$ cat src/rtl/stream_width_upsizer.sv
// Narrow-to-wide stream packer: gathers RATIO beats of IN_W bits into one
// little-endian OUT_W word, flushing a partial word early on s_last.
module stream_width_upsizer #(
    parameter int IN_W  = 8,
    parameter int RATIO = 2
) (
    input  logic                    clk,
    input  logic                    rst,
    input  logic                    s_valid,
    output logic                    s_ready,
    input  logic [IN_W-1:0]         s_data,
    input  logic                    s_last,
    output logic                    m_valid,
    input  logic                    m_ready,
    output logic [IN_W*RATIO-1:0]   m_data,
    output logic [RATIO-1:0]        m_keep,
    output logic                    m_last
);
    localparam int OUT_W = IN_W * RATIO;
    localparam int CNT_W = (RATIO > 1) ? $clog2(RATIO) : 1;
    localparam logic [CNT_W-1:0] LAST_LANE = CNT_W'(RATIO - 1);

    logic [CNT_W-1:0] cnt;
    logic [OUT_W-1:0] acc;
    logic [RATIO-1:0] acc_keep;

    logic             accept;
    logic             completing;
    logic [OUT_W-1:0] word_next;
    logic [RATIO-1:0] keep_next;

    // The output register can take a new word whenever it is empty or draining.
    assign s_ready    = !m_valid || m_ready;
    assign accept     = s_valid && s_ready;
    assign completing = accept && ((cnt == LAST_LANE) || s_last);

    // Lanes below cnt come from the accumulator, lane cnt from the incoming
    // beat, and everything above is forced to zero.
    always_comb begin
        word_next = '0;
        keep_next = '0;
        for (int k = 0; k < RATIO; k++) begin
            if (k < int'(cnt)) begin
                word_next[k*IN_W +: IN_W] = acc[k*IN_W +: IN_W];
                keep_next[k]              = acc_keep[k];
            end else if (k == int'(cnt)) begin
                word_next[k*IN_W +: IN_W] = s_data;
                keep_next[k]              = 1'b1;
            end
        end
    end

    always_ff @(posedge clk) begin
        if (rst) begin
            cnt      <= '0;
            acc      <= '0;
            acc_keep <= '0;
            m_valid  <= 1'b0;
            m_data   <= '0;
            m_keep   <= '0;
            m_last   <= 1'b0;
        end else if (completing) begin
            m_data   <= word_next;
            m_keep   <= keep_next;
            m_last   <= s_last;
            m_valid  <= 1'b1;
            cnt      <= '0;
            acc      <= '0;
            acc_keep <= '0;
        end else begin
            if (accept) begin
                for (int k = 0; k < RATIO; k++) begin
                    if (k == int'(cnt)) begin
                        acc[k*IN_W +: IN_W] <= s_data;
                        acc_keep[k]         <= 1'b1;
                    end
                end
                cnt <= cnt + CNT_W'(1);
            end
            if (m_valid && m_ready) begin
                m_valid <= 1'b0;
            end
        end
    end
endmodule

$ cat config.mk
export PLATFORM = sky130hd
export DESIGN_NAME = stream_width_upsizer
export DESIGN_NICKNAME = d
export VERILOG_FILES = /design/src/rtl/stream_width_upsizer.sv
export SDC_FILE = /design/constraint.sdc
export NUM_CORES = 1
export LEC_CHECK = 0
export BUFFER_PORTS_ARGS = -buffer_cell sky130_fd_sc_hd__buf_4
export CAP_MARGIN = 30
export CORE_MARGIN = 2
export CORE_UTILIZATION = 53
export CTS_BUF_LIST = sky130_fd_sc_hd__clkbuf_2 sky130_fd_sc_hd__clkbuf_4 sky130_fd_sc_hd__clkbuf_8
export DETAILED_ROUTE_END_ITERATION = 10
export PLACE_DENSITY = 0.79
export SYNTH_ARGS = -nofsm -noshare
export SYNTH_HDL_FRONTEND = slang
export SYNTH_SLANG_ARGS = --single-unit
$ cat constraint.sdc
create_clock -name clk -period 1.6 [get_ports clk]
set_clock_uncertainty 0.15 [all_clocks]
set_input_delay 0.32 -clock clk [delete_from_list [all_inputs] [get_ports clk]]
set_output_delay 0.32 -clock clk [all_outputs]
set_load 0.01 [all_outputs]
Yosys cells after proc, flatten, opt, wreduce, memory -nomap -nowiden
Cells that the tools add are included.

storage, ports and cells
  flip-flop bits (word level) = 30
  output and inout port bits = 21
  bits of input ports = 13

cells by class
  muxes and demuxes = 8
  $add $sub $neg = 1
  reduce and logical (&&, ||, !) cells = 9
  bitwise gates (word level) = 1
  order comparisons = 1

operators with widths
  cell                                       count
  8-bit 2-to-1 mux                           3
  1-bit 2-to-1 mux                           5
  1-bit logical AND                          3
  1-bit logical OR                           2
  2-bit AND reduction                        1
  2-bit nonzero test                         1
  2-bit OR reduction                         1
  1-bit adder (second input constant)        1
  1-bit zero test                            1
  1-bit < comparator (first input constant)  1
  1-bit inverter                             1

Logic depth before layout (Yosys ltp)
Gate-level depths: netlist of the first run.

  word-level depth = 5
  depth in mapped cells = 5

Worst setup path after synthesis of the first run
OpenSTA, ideal clock, no wires.

  path kind = flip-flop to flip-flop
  start point = register cnt
  end point = register m_data[2]
  data arrival time = 1.119 ns
  cell stages (with the launch flop) = 5
  setup slack = 0.199 ns
  required time = 1.318 ns
  cell sequence = dfxtp_1 -> buf_4 -> mux2_2 -> nor4_1 -> nor3_1

on the way
  word-level cells in the longest chain between the ends = 2
  elaborated cells on any way between the ends = 5
  classes of those cells = 1 x order compare; 2 x mux; 2 x reduce/logical

RTL lines
  what                                                   RTL line  RTL
  from (decl)                                            23        logic [CNT_W-1:0] cnt;
  from (signal assigned)                                 78        cnt <= cnt + CNT_W'(1);
  8-bit 2-to-1 mux (tied with other cells)               46        end else if (k == int'(cnt)) begin
  8-bit 2-to-1 mux or 1-bit logical AND (tied branches)  43, 35
  to (signal assigned)                                   63        m_data <= word_next;
  to (decl)                                              15        output logic [IN_W*RATIO-1:0] m_data,

Several ways; a longest one is shown, not always the timed one.
A chain may end at the register's enable or synchronous reset.

Final worst setup path of the first run
  start point = register m_valid
  end point = output s_ready

on the way
  word-level cells in the longest chain between the ends = 2

RTL lines
  what                    RTL line  RTL
  from (decl)             13        output logic m_valid,
  from (signal assigned)  58        m_valid <= 1'b0;
  from (signal assigned)  66        m_valid <= 1'b1;
  from (signal assigned)  81        m_valid <= 1'b0;
  1-bit zero test         33        assign s_ready = !m_valid || m_ready;
  1-bit logical OR        33
  to (decl)               10        output logic s_ready,

Every way passes these cells.

==> results of run 1 <==
-- critical path, cell delays in order (launching register included) --
cell	delay (ps)
dfxtp_1	320
and2b_2	230
inv_4	60
buf_4	110
-- flip-flops by register name, indices dropped and copies added, names as in the netlist --
name,cells
m_last,1
m_keep,2
m_valid,1
acc_keep,1
acc,8
m_data,16
cnt,1
-- metal layers --
metal	track usage	vias up
met2	0.383	26
met4	0.115	0
met3	0.0971	6
li1	-	578
met1	0.282	558
met5	0	-
-- power by group --
| part | switching (mW) | leakage, nW | internal (mW) |
|---|---|---|---|
| sequential | 0.0228 | 0.246 | 0.791 |
| clock | 0.268 | 0.0387 | 0.230 |
| combinational | 0.152 | 0.399 | 0.146 |
| total | 0.443 | 0.684 | 1.17 |
-- repair_timing --
action,CTS,global route
resized for setup,2,1
buffers inserted,1,0
pin swaps,0,0
endpoints found under the setup margin,1,4
-- synth_stat cells, types with 2 or more instances --
master,n
nor2_1,3
a31oi_1,9
nor4_1,8
nor3_1,10
a22o_1,8
nand2_1,2
a21oi_1,12
mux2_2,8
inv_2,3
nand3_1,9
buf_2,4
dfxtp_1,30
clkbuf_1,4
o21ai_0,10
-- final timing paths --
check,start,endpoint
worst min-delay path,s_data[2],m_data[10]$_SDFFE_PP0P_
worst max-delay path,m_valid$_SDFFE_PP0P_,s_ready
worst max register to register,cnt$_SDFFE_PP0P_,m_data[14]$_SDFFE_PP0P_
worst min register to register,m_data[11]$_SDFFE_PP0P_,m_data[11]$_SDFFE_PP0P_
-- layout make-up --
type	instances	area, µm²	area share
clock buffers	7	58.8	0.0361
clock inverters	1	5.00	0.00307
inverters	3	13.8	0.00844
multi-input cells	87	579	0.355
flip-flops and latches	30	601	0.368
well taps	28	35.0	0.0215
repair buffers	45	338	0.207
-- kinds of logic (layout without fill, tap and decap cells) --
logic type      count (synthesis)  in the layout
compound gates                 42             42
buf+inv                        14             56
flops                          30             30
mux                             8              8
simple gates                   37             37
==> reports/qor.tcl, run 1 <==
set qor(critical_path_class) {flop to output pin}
set qor(synth-seq-area-share) 0.481
set qor(htreeDepth) 2
set qor(ys_types) 25
set qor(max_clock_freq_mhz) 655
set qor(initial_utilization) 0.564
set qor(clk-insertion-delay-late_ps) 340
set qor(detailroute.wirelength.met3_um) 152
set qor(regToRegSetupSlack_ps) 80
set qor(cts_tree) {built}
set qor(mostFrequentLayoutCells) {buf_4, dfxtp_1, a21oi_1}
set qor(design_power_total_mw) 1.61
set qor(cts_buffers) 5
set qor(max-vdd-ir-drop_mv) 0.789
set qor(drt_wl_total_um) 3050
set qor(most_common_cell_after_layout_fill_and_taps_aside) {buf_4}
set qor(place_worst_setup_slack_ps) 63.5
set qor(numPortBuffers) 33
set qor(ys_async_sr_fraction) 0
set qor(grt_pass1_wl_um) 4670
set qor(unrepaired_setup_endpoints_after_global_routing) {no}
set qor(num_io_pins) 34
set qor(detail_placement_hpwl_um) 2240
set qor(post_synth_and_or_nand_nor_area_fraction) 0.172
set qor(fp.coreArea_um2) 2210
set qor(gr-total-overflow) 0
set qor(yosys_warnings) 0
set qor(grt_start_max_net_pins) 17
set qor(power_per_cell_area_nw_per_um2) 987
set qor(cp-end-kind) {output pin}
set qor(netlist_top_cells_area) {dfxtp_1, mux2_2, a22o_1}
set qor(detailedRoute.firstIterationViolations) 14
set qor(timing_max_transition_violations_final) 0
set qor(clockRootBuffer) {clkbuf_4}
set qor(synth_ff_type) {dfxtp_1}
set qor(count_of_mapped_cells_out_of_synthesis) 131
set qor(final_cells) 201
set qor(flow.area_growth_from_synthesis_pct) 30.7
set qor(vias) 1168
set qor(r2r.worst_path.cells) 4
set qor(setup_viol_count_final) 0
set qor(wl_met1_um) 1310
set qor(worst_slew_slack_as_a_fraction_of_its_limit) 0.643
set qor(hold_wc_path_type) {input port to flop}
set qor(dieArea_um2) 2760
set qor(first_global_vias) 1056
set qor(vias_per_cell) 5.81
set qor(wl_per_cell_um) 15.2
set qor(post_synth_fa_ha_maj_area_fraction) 0
set qor(tightest_slew_ps) 534
set qor(leakagePower_nw) 0.684
set qor(finish.net_count) 185
set qor(per_instance_average_area_after_synthesis_um2) 9.52
set qor(routed_length_on_met2_um) 1510
set qor(layout.core_utilization) 0.737
set qor(top_layer_used) {met4}
set qor(place_congestion) 0.831
set qor(drt_first_pass_iters) 4
set qor(cts.sinks) 30
set qor(run_status) {finished, final reports clean}
set qor(timing.final.crit_period_ps) 1530
set qor(post-route-drc-count) 0
set qor(grtUsageTotal) 0.242
set qor(postLayoutSetupSlackWorst_ps) 72.9
set qor(fill_cells) 187
set qor(die_y_um) 52.5
set qor(grt_antenna_before_repair) 0
set qor(final_antenna_net_count) 0
set qor(cp-start-kind) {flop}
set qor(synth-compound-area-share) 0.220
set qor(main_combinational_cell_family_by_area_after_synthesis) {compound AO/OA/AOI/OAI gates}
set qor(post-synth-top-area-fraction) 0.481
set qor(dieWidth_um) 52.5
set qor(synth_edf_count) 0
set qor(cp.arrival_ps) 1060
set qor(synth_xor_xnor_area_share) 0
set qor(design_area_um2) 1630
set qor(synth.largest_area_cell) {dfxtp_1}
set qor(postCtsHoldBufs) 0
set qor(hold_depth) 2
set qor(hold_slack_ps) 65.9
set qor(numPlacedInstances) 192
set qor(layout-drive-gt1-share) 0.399
set qor(drv_cap) 0
set qor(placementRows) 17
set qor(timing_hold_violations_final) 0
set qor(finalSetupTns_ps) 0
set qor(critPathMaxFanout) 3
set qor(syn_nets) 144
set qor(place_area_um2) 1560
set qor(synth_mux_area_frac) 0.0722
set qor(crit_required_ps) 1130
set qor(synth_seq_cells) 30
set qor(post_synth_instance_area_um2) 1250
set qor(final_min_period_over_clock_period) 0.954
set qor(clk_path_buf_depth) 2
set qor(cts.clk_slew.worst_paths_ps) 100
set qor(n_antenna_cell) 0
(Power assumes the default switching activity.)
==> inputs of run 2 (changes only) <==
MAX_ROUTING_LAYER = met4   (was not set)
==> reports/qor.tcl, run 2 (synthesis gave the netlist of run 1 again) <==
set qor(run_status) {finished, final reports clean}
set qor(cp.arrival_ps) 1060 ;# about the same
set qor(crit_required_ps) 1130 ;# about the same
set qor(crit_path_top_delay_cell) {dfxtp_1}
set qor(vias_per_cell) 5.79 ;# -0.34%
set qor(most_common_cell_after_layout_fill_and_taps_aside) {buf_4}
set qor(gr-total-overflow) 0 ;# unchanged
set qor(hold_wc_path_type) {input port to flop}
set qor(place_congestion) 0.843 ;# +1.5%
set qor(grtUsageTotal) 0.248 ;# +0.00625
set qor(max_clock_freq_mhz) 655 ;# about the same
set qor(fill_cells) 187 ;# unchanged
set qor(drt_first_pass_iters) 4 ;# unchanged
set qor(clk_path_buf_depth) 2 ;# unchanged
set qor(grt_antenna_before_repair) 0 ;# unchanged
set qor(postCtsHoldBufs) 0 ;# unchanged
set qor(cts.clk_slew.worst_paths_ps) 100 ;# about the same
set qor(place_area_um2) 1560 ;# unchanged
set qor(largest_register_ff_count) 16 ;# unchanged
set qor(numPortBuffers) 33 ;# unchanged
set qor(final_antenna_net_count) 0 ;# unchanged
set qor(initial_utilization) 0.564 ;# unchanged
set qor(postLayoutSetupSlackWorst_ps) 74.2 ;# +1.33 ps
set qor(cts_tree) {built}
set qor(post-route-drc-count) 0 ;# unchanged
set qor(critical_path_class) {flop to output pin}
set qor(grt_start_max_net_pins) 17 ;# unchanged
set qor(place_worst_setup_slack_ps) 63.5 ;# unchanged
set qor(tightest_slew_ps) 537 ;# +2.93 ps
set qor(detailedRoute.firstIterationViolations) 14 ;# unchanged
set qor(placementRows) 17 ;# unchanged
set qor(finalSetupTns_ps) 0 ;# unchanged
set qor(crit_path_cell_trace) {and2b_2 > inv_4 > buf_4}
set qor(critical-path-top-delay-family) {flip-flops}
set qor(wl_per_cell_um) 15.2 ;# +0.23%
set qor(timing_hold_violations_final) 0 ;# unchanged
set qor(max-vdd-ir-drop_mv) 0.789 ;# about the same
set qor(n_antenna_cell) 0 ;# unchanged
set qor(cts.sinks) 30 ;# unchanged
set qor(regMostFlops) {m_data}
set qor(vias) 1164 ;# -0.34%
set qor(numPlacedInstances) 192 ;# unchanged
set qor(cp.buffers_inverters) 2 ;# unchanged
set qor(cp-start-kind) {flop}
set qor(die_y_um) 52.5 ;# unchanged
set qor(design_power_total_mw) 1.61 ;# about the same
set qor(detail_placement_hpwl_um) 2240 ;# unchanged
set qor(setup_viol_count_final) 0 ;# unchanged
set qor(drt_wl_total_um) 3050 ;# +0.23%
set qor(worst_slew_slack_as_a_fraction_of_its_limit) 0.641 ;# -0.00196
set qor(num_io_pins) 34 ;# unchanged
set qor(cts_buffers) 5 ;# unchanged
set qor(timing.critical_path.slowest_cell_delay_ps) 320 ;# about the same
set qor(cp-end-kind) {output pin}
set qor(drv_cap) 0 ;# unchanged
set qor(clockRootBuffer) {clkbuf_4}
set qor(critPathMaxFanout) 3 ;# unchanged
set qor(dieWidth_um) 52.5 ;# unchanged
set qor(unrepaired_setup_endpoints_after_global_routing) {no}
set qor(final_min_period_over_clock_period) 0.954 ;# about the same
set qor(dieArea_um2) 2760 ;# unchanged
set qor(leakagePower_nw) 0.684 ;# unchanged
set qor(biggestRegsByFlops) {m_data (16), acc (8), m_keep (2)}
set qor(grt_pass1_wl_um) 4660 ;# -0.15%
set qor(mostFrequentLayoutCells) {buf_4, dfxtp_1, a21oi_1}
set qor(fp.coreArea_um2) 2210 ;# unchanged
set qor(timing_max_transition_violations_final) 0 ;# unchanged
set qor(finish.net_count) 185 ;# unchanged
set qor(final_cells) 201 ;# unchanged
set qor(first_global_vias) 1060 ;# +0.38%
set qor(power_per_cell_area_nw_per_um2) 986 ;# about the same
set qor(layout-drive-gt1-share) 0.399 ;# unchanged
set qor(design_area_um2) 1630 ;# unchanged
set qor(flow.area_growth_from_synthesis_pct) 30.7 ;# unchanged
set qor(clk-insertion-delay-late_ps) 340 ;# about the same
set qor(htreeDepth) 2 ;# unchanged
set qor(timing.final.crit_period_ps) 1530 ;# -1.33 ps
-- run 2: cell counts in the layout (fill, tap and decap cells not counted) --
Identical to the previous run, type by type.
-- run 2: where the power goes --
part           internal (mW)  switching, mW
logic                  0.146          0.152
clock network          0.229          0.267
registers              0.791         0.0228
-- run 2: cell type report --
type	count	area [µm²]	area share
Clock buffer	7	58.8	0.0361
Clock inverter	1	5.00	0.00307
Inverter	3	13.8	0.00844
Multi-Input combinational cell	87	579	0.355
Sequential cell	30	601	0.368
Tap cell	28	35.0	0.0215
Timing Repair Buffer	45	338	0.207
-- run 2: worst paths after layout --
| check | startpoint | endpoint | slack [ps] | depth (start not counted) |
|---|---|---|---|---|
| min reg2reg | m_data[11]$_SDFFE_PP0P_ | m_data[11]$_SDFFE_PP0P_ | 330 | 1 |
| min | s_data[2] | m_data[10]$_SDFFE_PP0P_ | 70 | 2 |
| max reg2reg | cnt$_SDFFE_PP0P_ | m_data[14]$_SDFFE_PP0P_ | 80 | 4 |
| max | m_valid$_SDFFE_PP0P_ | s_ready | 70 | 3 |
-- run 2: what timing repair did --
item	CTS	global route
gates resized for setup	2	1
setup endpoints to repair	1	4
setup buffers	1	0
-- run 2: layer usage --
metal	global-route usage	share of wire	vias to the layer above
met3	0.0971	0.048	6
met1	0.282	0.45	552
met5	-	0	-
met4	0.115	0.022	0
met2	0.383	0.48	26
li1	-	-	580
-- run 2: through the flow --
stage / hold slack, ps / util
final: 66.3 / 0.737
after global routing: 46.0 / 0.737
after CTS: 58.7 / 0.737
after detailed placement: 311 / 0.703
after global placement: 294 / 0.703
after floorplan: 249 / -
==> inputs of run 3 (changes only) <==
BUFFER_PORTS_ARGS = -buffer_cell sky130_fd_sc_hd__buf_2   (was -buffer_cell sky130_fd_sc_hd__buf_4)
==> reports/qor.tcl, run 3 (synthesis gave the netlist of run 1 again) <==
set qor(run_status) {finished, final reports clean}
set qor(htreeDepth) 2 ;# unchanged
set qor(r2r.worst_path.cells) 5 ;# +1
set qor(max-vdd-ir-drop_mv) 0.829 ;# +5.2%
set qor(largest_register_ff_count) 16 ;# unchanged
set qor(cts_tree) {built}
set qor(layout.area.seq_um2) 601 ;# unchanged
set qor(crit_required_ps) 1130 ;# about the same
set qor(postLayoutSetupSlackWorst_ps) 48.9 ;# -25.4 ps
set qor(power_per_cell_area_nw_per_um2) 985 ;# about the same
set qor(tightest_slew_ps) 367 ;# -170 ps
set qor(ctsResizeCount) 0 ;# -2
set qor(max_clock_freq_mhz) 645 ;# -1.6%
set qor(most_common_cell_after_layout_fill_and_taps_aside) {buf_2}
set qor(place_congestion) 0.826 ;# -2.0%
set qor(final_min_period_over_clock_period) 0.969 ;# +0.0159
set qor(crit_path_cell_trace) {and2b_1 > inv_2 > buf_2}
set qor(grt_pass1_wl_um) 5200 ;# +12%
set qor(post-route-drc-count) 0 ;# unchanged
set qor(cp.buffers_inverters) 2 ;# unchanged
set qor(finish.net_count) 186 ;# +0.54%
set qor(finalSetupTns_ps) 0 ;# unchanged
set qor(grtUsageTotal) 0.273 ;# +0.0246
set qor(timing_hold_violations_final) 0 ;# unchanged
set qor(design_area_um2) 1550 ;# -4.8%
set qor(first_global_vias) 1114 ;# +5.1%
set qor(drt_first_pass_iters) 4 ;# unchanged
set qor(vias) 1196 ;# +2.7%
set qor(place_area_um2) 1470 ;# -5.5%
set qor(regToRegSetupSlack_ps) 90 ;# about the same
set qor(leakagePower_nw) 0.669 ;# -2.1%
set qor(timing_max_transition_violations_final) 0 ;# unchanged
set qor(grt_start_max_net_pins) 22 ;# +5
set qor(fp.coreArea_um2) 2210 ;# unchanged
set qor(detail_placement_hpwl_um) 2240 ;# -0.12%
set qor(unrepaired_setup_endpoints_after_global_routing) {no}
set qor(die_y_um) 52.5 ;# unchanged
set qor(fill_cells) 200 ;# +7.0%
set qor(cts.clk_slew.worst_paths_ps) 90 ;# about the same
set qor(final_antenna_net_count) 0 ;# unchanged
set qor(clockRootBuffer) {clkbuf_4}
set qor(placementRows) 17 ;# unchanged
set qor(hold_wc_path_type) {input port to flop}
set qor(crit_path_top_delay_cell) {dfxtp_1}
set qor(place_worst_setup_slack_ps) 6.43 ;# -57.1 ps
set qor(post_cts.repair.setup_buffers) 0 ;# -1
set qor(drv_cap) 0 ;# unchanged
set qor(critPathMaxFanout) 4 ;# +1
set qor(n_antenna_cell) 0 ;# unchanged
set qor(cts_buffers) 5 ;# unchanged
set qor(combined_area_of_the_multi_input_logic_cells_um2) 578 ;# -0.22%
set qor(biggestRegsByFlops) {m_data (16), acc (8), m_keep (2)}
set qor(cp-start-kind) {flop}
set qor(layout-drive-gt1-share) 0.387 ;# -0.0116
set qor(mostFrequentLayoutCells) {buf_2, dfxtp_1, a21oi_1, buf_4}
set qor(drt_wl_total_um) 3160 ;# +3.4%
set qor(cts.sinks) 30 ;# unchanged
set qor(flow.area_growth_from_synthesis_pct) 24.5
set qor(timing.critical_path.slowest_cell_delay_ps) 340 ;# +20 ps
set qor(timing.final.crit_period_ps) 1550 ;# +25.4 ps
set qor(regMostFlops) {m_data}
set qor(crit-reg2reg-launch) {m_valid$_SDFFE_PP0P_}
set qor(r2r_end) {m_data[14]$_SDFFE_PP0P_}
set qor(vias_per_cell) 5.95 ;# +2.7%
set qor(clk-insertion-delay-late_ps) 330 ;# about the same
set qor(grt_antenna_before_repair) 0 ;# unchanged
set qor(initial_utilization) 0.564 ;# unchanged
set qor(critPathLaunch) {m_valid$_SDFFE_PP0P_}
set qor(critical_path_class) {flop to output pin}
set qor(wl_per_cell_um) 15.7 ;# +3.4%
set qor(cp-end-kind) {output pin}
set qor(hold_depth) 2 ;# unchanged
set qor(critical-path-top-delay-family) {flip-flops}
set qor(dieArea_um2) 2760 ;# unchanged
set qor(detailedRoute.firstIterationViolations) 40 ;# +26
set qor(dieWidth_um) 52.5 ;# unchanged
set qor(setup_viol_count_final) 0 ;# unchanged
set qor(cp.arrival_ps) 1080 ;# +20 ps
set qor(numPortBuffers) 33 ;# unchanged
set qor(hold_start) {s_data[7]}
set qor(clk_path_buf_depth) 2 ;# unchanged
set qor(hold_path_end) {m_data[15]$_SDFFE_PP0P_}
set qor(gr-total-overflow) 0 ;# unchanged
set qor(num_io_pins) 34 ;# unchanged
set qor(postCtsHoldBufs) 0 ;# unchanged
set qor(worst_slew_slack_as_a_fraction_of_its_limit) 0.756 ;# +0.115
[run 3: layer usage]
layer  vias to the layer above  part of all wire  global-route usage
li1                        576                 -                   -
met1                       568              0.42               0.333
met2                        48              0.51               0.415
met3                         4             0.059              0.0600
met4                         0             0.014               0.158
met5                         -                 0                   -
[run 3: worst max path at each step]
stage	endpoint	cells after the start
after detailed placement	m_data[12]$_SDFFE_PP0P_	5
after CTS	s_ready	3
final	s_ready	3
after global placement	m_data[13]$_SDFFE_PP0P_	5
after global routing	s_ready	3
after floorplan	m_data[2]$_SDFFE_PP0P_	4
[run 3: worst register-to-register path: cells and delay by family (launching register included)]
family,cells,cell delay (ps)
compound gates,1,140
simple gates,2,470
flops,1,320
buf+inv,2,370
[run 3: area by class of cell]
class	instances	share of cell area
Multi-Input combinational cell	87	0.372
Clock buffer	7	0.0338
Timing Repair Buffer	46	0.177
Sequential cell	30	0.387
Inverter	3	0.00725
Tap cell	28	0.0226
[run 3: report_power, final]
part | switching, mW | leakage [nW] | internal, mW
registers | 0.0237 | 0.246 | 0.791
logic | 0.156 | 0.392 | 0.125
clock network | 0.235 | 0.0322 | 0.199
total | 0.415 | 0.669 | 1.12
[run 3: stage by stage]
step                      cells  hold slack, ps   util  power, mW
after floorplan             131             249      -       1.00
after CTS                   197            80.2  0.688       1.53
final                       201            96.7  0.702       1.53
after detailed placement    190             299  0.665       1.10
after global placement      190             285  0.665       1.09
after global routing        201            85.7  0.702       1.61
